[src/rtl/console_tx_responder.sv]
// Console/tohost bus responder: byte writes to TXDATA are queued in a FIFO and
// shifted out as 8N1 UART frames; tohost writes are latched and pulsed.
module console_tx_responder #(
  parameter logic [31:0] BASE_ADDR    = 32'h9A10_0000,
  parameter int unsigned FIFO_DEPTH   = 16,
  parameter int unsigned CLKS_PER_BIT = 16
) (
  input  logic        clk,
  input  logic        rst_n,

  input  logic        data_req_i,
  output logic        data_gnt_o,
  output logic        data_rvalid_o,
  output logic        data_err_o,
  input  logic [31:0] data_addr_i,
  input  logic        data_we_i,
  input  logic [3:0]  data_be_i,
  input  logic [31:0] data_wdata_i,
  output logic [31:0] data_rdata_o,

  output logic        uart_tx_o,
  output logic        tohost_valid_o,
  output logic [31:0] tohost_data_o
);

  localparam int unsigned PtrW = $clog2(FIFO_DEPTH);
  localparam int unsigned CntW = $clog2(CLKS_PER_BIT);
  localparam logic [CntW-1:0] BaudLast = CntW'(CLKS_PER_BIT - 1);

  typedef enum logic [1:0] {StIdle, StStart, StData, StStop} uart_state_e;

  // Bus decode
  logic       hit;
  logic [1:0] reg_sel;
  logic       txdata_wr;
  logic       tohost_wr;
  logic       push;
  logic       pop;

  // FIFO state
  logic [7:0]    mem_q [FIFO_DEPTH];
  logic [PtrW:0] wptr_q, rptr_q;
  logic [PtrW:0] level;
  logic          fifo_full, fifo_empty;
  logic [7:0]    head;

  // UART state
  uart_state_e   state_q;
  logic [CntW-1:0] baud_q;
  logic [2:0]    bit_q;
  logic [7:0]    shift_q;
  logic          tx_q;
  logic          baud_last;

  // Response and tohost registers
  logic          rvalid_q, err_q;
  logic [31:0]   rdata_q, rdata_d;
  logic          tohost_valid_q;
  logic [31:0]   tohost_data_q;
  logic [31:0]   status;

  logic unused_bits;
  assign unused_bits = ^{data_addr_i[1:0], data_be_i[3:1]};

  assign hit       = data_addr_i[31:4] == BASE_ADDR[31:4];
  assign reg_sel   = data_addr_i[3:2];
  assign txdata_wr = hit & data_we_i & (reg_sel == 2'd0);

  // Only a TXDATA write into a full FIFO is held off; full is the registered flag.
  assign data_gnt_o = data_req_i & ~(txdata_wr & fifo_full);
  assign push       = data_gnt_o & txdata_wr & data_be_i[0];
  assign tohost_wr  = data_gnt_o & hit & data_we_i & (reg_sel == 2'd2);

  assign level      = wptr_q - rptr_q;
  assign fifo_empty = wptr_q == rptr_q;
  assign fifo_full  = (wptr_q[PtrW] != rptr_q[PtrW]) &&
                      (wptr_q[PtrW-1:0] == rptr_q[PtrW-1:0]);
  assign head       = mem_q[rptr_q[PtrW-1:0]];

  assign baud_last = baud_q == BaudLast;
  assign pop = ~fifo_empty & ((state_q == StIdle) | ((state_q == StStop) & baud_last));

  always_ff @(posedge clk) begin
    if (push) begin
      mem_q[wptr_q[PtrW-1:0]] <= data_wdata_i[7:0];
    end
  end

  always_ff @(posedge clk or negedge rst_n) begin
    if (!rst_n) begin
      wptr_q <= '0;
      rptr_q <= '0;
    end else begin
      if (push) wptr_q <= wptr_q + 1'b1;
      if (pop)  rptr_q <= rptr_q + 1'b1;
    end
  end

  always_ff @(posedge clk or negedge rst_n) begin
    if (!rst_n) begin
      state_q <= StIdle;
      baud_q  <= '0;
      bit_q   <= '0;
      shift_q <= '0;
      tx_q    <= 1'b1;
    end else begin
      case (state_q)
        StIdle: begin
          baud_q <= '0;
          if (pop) begin
            shift_q <= head;
            tx_q    <= 1'b0;
            state_q <= StStart;
          end
        end
        StStart: begin
          if (baud_last) begin
            baud_q  <= '0;
            bit_q   <= '0;
            tx_q    <= shift_q[0];
            state_q <= StData;
          end else begin
            baud_q <= baud_q + 1'b1;
          end
        end
        StData: begin
          if (baud_last) begin
            baud_q <= '0;
            if (bit_q == 3'd7) begin
              tx_q    <= 1'b1;
              state_q <= StStop;
            end else begin
              bit_q   <= bit_q + 1'b1;
              shift_q <= {1'b0, shift_q[7:1]};
              tx_q    <= shift_q[1];
            end
          end else begin
            baud_q <= baud_q + 1'b1;
          end
        end
        StStop: begin
          if (baud_last) begin
            baud_q <= '0;
            // Chain straight into the next start bit when more data is queued.
            if (pop) begin
              shift_q <= head;
              tx_q    <= 1'b0;
              state_q <= StStart;
            end else begin
              state_q <= StIdle;
            end
          end else begin
            baud_q <= baud_q + 1'b1;
          end
        end
        default: state_q <= StIdle;
      endcase
    end
  end

  assign status = {16'h0, 8'(level), 5'h0, (state_q != StIdle), fifo_empty, fifo_full};

  always_comb begin
    rdata_d = '0;
    if (hit && !data_we_i) begin
      case (reg_sel)
        2'd1:    rdata_d = status;
        2'd2:    rdata_d = tohost_data_q;
        default: rdata_d = '0;
      endcase
    end
  end

  always_ff @(posedge clk or negedge rst_n) begin
    if (!rst_n) begin
      rvalid_q       <= 1'b0;
      err_q          <= 1'b0;
      rdata_q        <= '0;
      tohost_valid_q <= 1'b0;
      tohost_data_q  <= '0;
    end else begin
      rvalid_q       <= data_gnt_o;
      err_q          <= data_gnt_o & ~hit;
      rdata_q        <= data_gnt_o ? rdata_d : '0;
      tohost_valid_q <= tohost_wr;
      if (tohost_wr) tohost_data_q <= data_wdata_i;
    end
  end

  assign data_rvalid_o  = rvalid_q;
  assign data_err_o     = err_q;
  assign data_rdata_o   = rdata_q;
  assign uart_tx_o      = tx_q;
  assign tohost_valid_o = tohost_valid_q;
  assign tohost_data_o  = tohost_data_q;

endmodule

[config.mk]
export PLATFORM = sky130hd
export DESIGN_NAME = console_tx_responder
export DESIGN_NICKNAME = d
export VERILOG_FILES = /design/src/rtl/console_tx_responder.sv
export SDC_FILE = /design/constraint.sdc
export NUM_CORES = 1
export LEC_CHECK = 0
export ABC_CLOCK_PERIOD_IN_PS = 4720
export CAP_MARGIN = 20
export CORE_ASPECT_RATIO = 1.1
export CORE_UTILIZATION = 23
export DETAILED_ROUTE_END_ITERATION = 10
export MAX_ROUTING_LAYER = met4
export PLACE_DENSITY = 0.45
export SYNTH_ARGS = -nofsm -noshare
export SYNTH_HDL_FRONTEND = slang
export SYNTH_SLANG_ARGS = --single-unit
[constraint.sdc]
create_clock -name clk -period 4.72 [get_ports clk]
set_clock_uncertainty 0.15 [all_clocks]
set_input_delay 0.944 -clock clk [delete_from_list [all_inputs] [get_ports clk]]
set_output_delay 0.944 -clock clk [all_outputs]
set_load 0.02 [all_outputs]
==> results.sh, run 1 <==
export IMPL_status="complete, but fails checks"
export IMPL_violations="DRC"
export IMPL_clkSlewWorstSetupHoldPaths_ns=0.06
export IMPL_clk_insertion_delay_late_ns=0.54
export IMPL_initialDrtViolationCount=268
export IMPL_cts_setup_buffers=0
export IMPL_maxCapViolCount=0
export IMPL_h_tree_depth=1
export IMPL_slew_headroom_pct=41.6
export IMPL_dp_hpwl_um=14600
export IMPL_start_util_pct=23.4
export IMPL_grt_overflow=0
export IMPL_ant_nets=0
export IMPL_first_pass_iters=7
export IMPL_power_leakage_uw=0.00473
export IMPL_drv_slew=0
export IMPL_async_flop_share_pct=42.6
export IMPL_setup_tns_ns=0
export IMPL_clock_sinks=223
export IMPL_grt_pass1_wl_um=33800
export IMPL_cts_made_buffers=27
export IMPL_min_path_type="in -> async"
export IMPL_synth_edf_count=128
export IMPL_grt_usage_pct=11.2
export IMPL_cts_tree="yes"
export IMPL_p_seq_share_pct=48.6
export IMPL_grt_pass1_vias=5599
export IMPL_layout_nets=814
export IMPL_syn_inst=567
export IMPL_drc=32
export IMPL_pwr_share_comb_pct=2.6
export IMPL_slowest_delay_ns=0.66
export IMPL_chipWidth_um=193
export IMPL_end_kind="output port"
export IMPL_finalHoldViolCount=0
export IMPL_setup_viol=0
export IMPL_worstPathCellList="inv_1 -> ha_1 -> nand4_1 -> nor2_1 -> a41oi_1 -> clkdlybuf4s50_1"
export IMPL_drive_gt1_share_pct=16.4
export IMPL_crit_type="reg -> out"
export IMPL_area_delta_synth_final_pct=31.2
export IMPL_syn_nets=660
export IMPL_fin_crit_ns=4.03
export IMPL_drt_total_wl_um=21800
export IMPL_cp_slowest_cell="clkdlybuf4s50_1"
export IMPL_grt_max_degree=76
export IMPL_ys_warnings_count=0
export IMPL_fin_crit_sh_pct=85.3
export IMPL_rows=76
export IMPL_place_congestion=0.706
export IMPL_ir_drop_v=0.000252
export IMPL_arrival_ns=2.93
export IMPL_port_buffers=135
export IMPL_grt_setup_unrepaired="no"
export IMPL_dieArea_um2=40800
export IMPL_power_uw=4250
export IMPL_antenna_found_initial=0
export IMPL_cp_max_fo=9
export IMPL_synth_cell_type_count=57
export IMPL_intPower_uw=3390
export IMPL_via_per_inst=4.18
export IMPL_clock_fmax_mhz=248
export IMPL_power_density_nw_per_um2=352
export IMPL_clockRootBuffer="clkbuf_16"
export IMPL_p_switching_uw=856
export IMPL_wl_per_cell_um=17.5
export IMPL_crit_path_start_kind="register"
export IMPL_worstMarginPinSlew_ns=0.873
export IMPL_pin_count=141
export IMPL_ys_seq_area_share_pct=67.6
export IMPL_clockPowerShare_pct=48.8
export IMPL_netSwitchingFraction_pct=20.1
export IMPL_ys_ff_latch=223
export IMPL_synth_ff_type="edfxtp_1"
export IMPL_coreArea_um2=39300
export IMPL_syn_area_um2=9210
export IMPL_post_cts_resized=0
export IMPL_cts_hold_buf=0
export IMPL_via_count=5225
export IMPL_die_h_um=212
export IMPL_cts_buffer_depth=3
export IMPL_required_ns=3.63
export IMPL_antennaDiodeCount=0
export IMPL_synth_area_per_cell_um2=16.2
==> stage by stage <==
| stage | hold WS (ns) | instances | area [um2] | worst slack, ns | util [%] |
|---|---|---|---|---|---|
| 2_1_floorplan | 0.300 | 567 | 9210 | 1.37 | - |
| 6_report | 0.180 | 1249 | 12100 | 0.693 | 30.8 |
| 5_1_grt | 0.181 | 1249 | 12100 | 0.485 | 30.8 |
| 4_1_cts | 0.340 | 1247 | 12000 | 0.618 | 30.7 |
| 3_5_place_dp | 0.331 | 1197 | 11200 | 0.737 | 28.4 |
| 3_3_place_gp | 0.319 | 1197 | 11200 | 0.733 | 28.4 |
==> cells in the mapped netlist (6+ instances only) <==
master / n / area [um2]
a211oi_1: 6 / 45.0
a21oi_1: 12 / 60.1
a22o_1: 7 / 61.3
a22oi_1: 14 / 105
and2_1: 33 / 206
clkbuf_1: 11 / 41.3
dfrtp_1: 94 / 2350
edfxtp_1: 128 / 3840
ha_1: 20 / 250
inv_1: 20 / 75.1
mux2_4: 29 / 435
mux2i_1: 13 / 130
mux4_2: 26 / 586
nand2_1: 27 / 101
nor2_1: 19 / 71.3
o21ai_0: 14 / 70.1
o22ai_1: 6 / 37.5
xnor2_1: 10 / 87.6
==> power by group through the flow <==
stage               Clock, uW  Sequential, uW  Combinational (uW)
floorplan                   0            2110                9.43
global route             2210            2070                 122
detailed placement          0            2110                 111
finish                   2070            2070                 110
CTS                      2140            2070                 111
global placement            0            2110                 110
==> routing by layer <==
layer	GRT usage (%)	routed length [um]	up-vias
li1	-	-	2453
met2	18.3	10500	118
met4	3.42	537	0
met5	-	0	-
met3	1.97	1190	31
met1	13.9	9620	2623
==> cells in the final DEF, fill, tap and decap left out, types with 7 or more instances in the layout <==
cell / netlist / final
a21oi_1: 12 / 12
a22o_1: 7 / 7
a22oi_1: 14 / 14
and2_1: 33 / 33
buf_4: 0 / 11
clkbuf_1: 11 / 8
clkbuf_16: 0 / 27
clkbuf_8: 0 / 7
clkdlybuf4s50_1: 0 / 134
dfrtp_1: 94 / 93
edfxtp_1: 128 / 128
ha_1: 20 / 20
inv_1: 20 / 20
mux2_4: 29 / 29
mux2i_1: 13 / 13
mux4_2: 26 / 26
nand2_1: 27 / 27
nor2_1: 19 / 19
o21ai_0: 14 / 14
xnor2_1: 10 / 10
==> worst max-delay path, delay by kind of cell (launching register included) <==
kind / cells / cell delay (ns)
fa+ha+maj: 1 / 0.39
flops: 1 / 0.52
simple gates: 2 / 0.36
compound gates: 1 / 0.27
buf+inv: 2 / 0.86
==> path summary, 6_finish.rpt <==
| path | start | to | slack, ns | depth (start not counted) |
|---|---|---|---|---|
| hold reg to reg | uart_tx_o | uart_tx_o | 0.34 | 2 |
| setup reg to reg | rptr_q[2] | mem_q[2][4] | 1.42 | 7 |
| max in group asynchronous | rst_n | uart_tx_o | 3.23 | 3 |
| min in group clk | uart_tx_o | uart_tx_o | 0.34 | 2 |
| setup / recovery | rptr_q[2] | data_gnt_o | 0.69 | 6 |
| hold / removal | rst_n | tohost_data_o[20] | 0.18 | 1 |
==> layout make-up <==
type	instances	area [um2]
clock buffer	42	802
tap	507	634
fill	3869	27200
multi-input combinational	302	2800
inverter	21	78.8
clock inverter	8	93.8
timing repair buffer	146	1450
sequential	223	6220
==> cell families (layout without fill, tap and decap cells) <==
| logic type | Yosys count | count (layout) | synth area share (%) |
|---|---|---|---|
| compound gates | 71 | 71 | 5.23 |
| xor+xnor | 13 | 13 | 1.24 |
| fa+ha+maj | 21 | 21 | 2.94 |
| buf+inv | 42 | 217 | 2.02 |
| flops | 223 | 223 | 67.6 |
| mux | 71 | 71 | 12.9 |
| simple gates | 126 | 126 | 8.13 |
==> registers in the layout (all words and copies together) (netlist names) <==
register	count
baud_q	4
data_err_o	1
tohost_valid_o	1
mem_q	128
rptr_q	5
data_rvalid_o	1
bit_q	3
state_q	2
shift_q	8
uart_tx_o	1
data_rdata_o	32
tohost_data_o	32
wptr_q	5
(Power assumes the default switching activity.)
==> inputs of run 2 (changes only) <==
--- a/config.mk
+++ b/config.mk
@@ -5,13 +5,15 @@
 export SDC_FILE = /design/constraint.sdc
 export NUM_CORES = 1
 export LEC_CHECK = 0
+export ABC_AREA = 1
 export ABC_CLOCK_PERIOD_IN_PS = 4720
 export CAP_MARGIN = 20
 export CORE_ASPECT_RATIO = 1.1
 export CORE_UTILIZATION = 23
 export DETAILED_ROUTE_END_ITERATION = 10
 export MAX_ROUTING_LAYER = met4
-export PLACE_DENSITY = 0.45
+export PLACE_DENSITY = 0.44
+export SLEW_MARGIN = 25
 export SYNTH_ARGS = -nofsm -noshare
 export SYNTH_HDL_FRONTEND = slang
 export SYNTH_SLANG_ARGS = --single-unit
==> results.sh, run 2 <==
export IMPL_rows=78
export IMPL_synth_area_per_cell_um2=10.4
export IMPL_grt_pass1_vias=6976
export IMPL_dp_hpwl_um=17200
export IMPL_cp_max_fo=12
export IMPL_r2r_end="mem_q[6][1]"
export IMPL_setup_viol=0
export IMPL_setup_tns_ns=0
export IMPL_pin_count=141
export IMPL_yosysTopAreaCellShare_pct=39.8
export IMPL_clock_sinks=223
export IMPL_yosysMostFrequentCell="nand2_1"
export IMPL_place_congestion=0.781
export IMPL_port_buffers=135
export IMPL_ys_seq_area_share_pct=64.4
export IMPL_dieArea_um2=42900
export IMPL_synth_common_cells="nand2_1 (192), nor2_1 (164), edfxtp_1 (128)"
export IMPL_grt_pass1_wl_um=41700
export IMPL_async_flop_share_pct=42.6
export IMPL_cts_tree="yes"
export IMPL_fin_util_pct=30.0
export IMPL_coreArea_um2=41400
export IMPL_worstMarginPinSlew_ns=0.878
export IMPL_clock_fmax_mhz=231
export IMPL_start_util_pct=23.4
export IMPL_final_cell_mix="nand2_1 (192), nor2_1 (164), clkdlybuf4s50_1 (134), edfxtp_1 (128), dfrtp_1 (93)"
export IMPL_maxCapViolCount=0
export IMPL_h_tree_depth=1
export IMPL_r2r_cells=10
export IMPL_largest_reg_flops=128
export IMPL_drc=0
export IMPL_syn_area_um2=9670
export IMPL_post_cts_resized=0
export IMPL_via_count=6852
export IMPL_syn_nets=1021
export IMPL_synth_ff_type="edfxtp_1"
export IMPL_cts_hold_buf=0
export IMPL_grt_overflow=0
export IMPL_layout_nets=1167
export IMPL_worstPathCellList="inv_2 -> ha_1 -> nand2_1 -> nor2_1 -> nand2_1 -> inv_1 -> nand4_2 -> nand2_1 -> inv_2 -> clkdlybuf4s50_1"
export IMPL_antenna_found_initial=0
export IMPL_crit_path_start_kind="register"
export IMPL_crit_start="rptr_q[2]"
export IMPL_initialDrtViolationCount=348
export IMPL_end_kind="output port"
export IMPL_ys_top_cells_by_area="edfxtp_1 (40%), dfrtp_1 (24%), nand2_1 (7.5%), nor2_1 (6.4%), o21ai_0 (3.6%)"
export IMPL_design_area_um2=12400
export IMPL_clkSlewWorstSetupHoldPaths_ns=0.06
export IMPL_cp_depth=10
export IMPL_ys_warnings_count=0
export IMPL_cp_slowest_cell="dfrtp_1"
export IMPL_grt_usage_pct=13.0
export IMPL_ys_ff_latch=223
export IMPL_crit_end="data_gnt_o"
export IMPL_crit_type="reg -> out"
export IMPL_die_h_um=217
export IMPL_grt_setup_unrepaired="no"
export IMPL_yosysTopAreaCell="edfxtp_1"
export IMPL_instances_no_fill=1653
export IMPL_crit_buf_inv=4
export IMPL_syn_inst=928
export IMPL_synth_edf_count=128
export IMPL_slew_headroom_pct=41.3
export IMPL_arrival_ns=3.23
export IMPL_fin_crit_sh_pct=91.6
export IMPL_antennaDiodeCount=0
export IMPL_dp_cells=1607
export IMPL_first_pass_iters=4
export IMPL_drv_slew=0
export IMPL_power_density_nw_per_um2=326
export IMPL_grt_max_degree=75
export IMPL_via_per_inst=4.15
export IMPL_path_delay_family="buffers and inverters"
export IMPL_final_common_cell="nand2_1"
export IMPL_wl_per_cell_um=16.3
export IMPL_area_delta_synth_final_pct=28.5
export IMPL_required_ns=3.63
export IMPL_cts_buffer_depth=3
export IMPL_status="finished clean"
export IMPL_ant_nets=0
export IMPL_drt_total_wl_um=26900
export IMPL_cts_made_buffers=25
export IMPL_power_leakage_uw=0.00488
export IMPL_clockRootBuffer="clkbuf_16"
export IMPL_synth_cell_type_count=36
export IMPL_cts_setup_buffers=0
export IMPL_dpl_instance_area_um2=11700
export IMPL_cpMostUsedCell="nand2_1"
export IMPL_slowest_delay_ns=0.69
export IMPL_r2r_slack_ns=1.27
export IMPL_chipWidth_um=197
export IMPL_clk_insertion_delay_late_ns=0.53
export IMPL_fin_crit_ns=4.32
export IMPL_rr_startpoint="rptr_q[2]"
export IMPL_finalHoldViolCount=0
export IMPL_ir_drop_v=0.000264
export IMPL_min_path_type="in -> async"
export IMPL_drive_gt1_share_pct=7.32
==> run 2: worst min path at each step <==
stage                             to  slack, ns  depth (start not counted)
CTS                        baud_q[0]       0.31                          1
global route               baud_q[0]       0.34                          1
finish              data_rdata_o[29]       0.28                          1
global placement           baud_q[0]       0.30                          1
detailed placement         baud_q[0]       0.31                          1
floorplan                  baud_q[0]       0.28                          1
==> run 2: cell families (layout without fill, tap and decap cells) <==
group	after synthesis	after routing	synth area share, %
adders and majority gates	21	21	2.80
xor gates and xnor gates	9	9	0.815
and+or+nand+nor	412	412	17.5
AOI/OAI and AO/OA	146	146	9.40
buffers and inverters	117	282	5.14
DFF	223	223	64.4
==> run 2: layout make-up <==
cell class,instances,area (um2)
Clock buffer,30,644
Fill cell,4358,29000
Timing Repair Buffer,159,1530
Sequential cell,223,6220
Tap cell,560,701
Inverter,77,289
Clock inverter,16,85.1
Multi-Input combinational cell,588,2950
==> run 2: per-stage QoR <==
stage          worst slack (ns)  power, uW  hold WS (ns)
5_1_grt                   0.233       4200         0.335
3_5_place_dp              0.833       2310         0.305
6_report                  0.396       4050         0.283
2_1_floorplan              1.83       2200         0.280
3_3_place_gp              0.834       2310         0.300
4_1_cts                   0.332       4100         0.313
==> run 2: layer usage <==
metal	wire, um	global-route usage [%]
met3	1780	3.41
met5	0	-
met4	414	3.05
met2	12400	20.3
met1	12300	16.8
==> run 2: power breakdown <==
group / internal [uW] / switching (uW) / total [uW]
sequential: 2100 / 17.3 / 2120
combinational: 71.3 / 84.9 / 156
clock: 974 / 801 / 1780
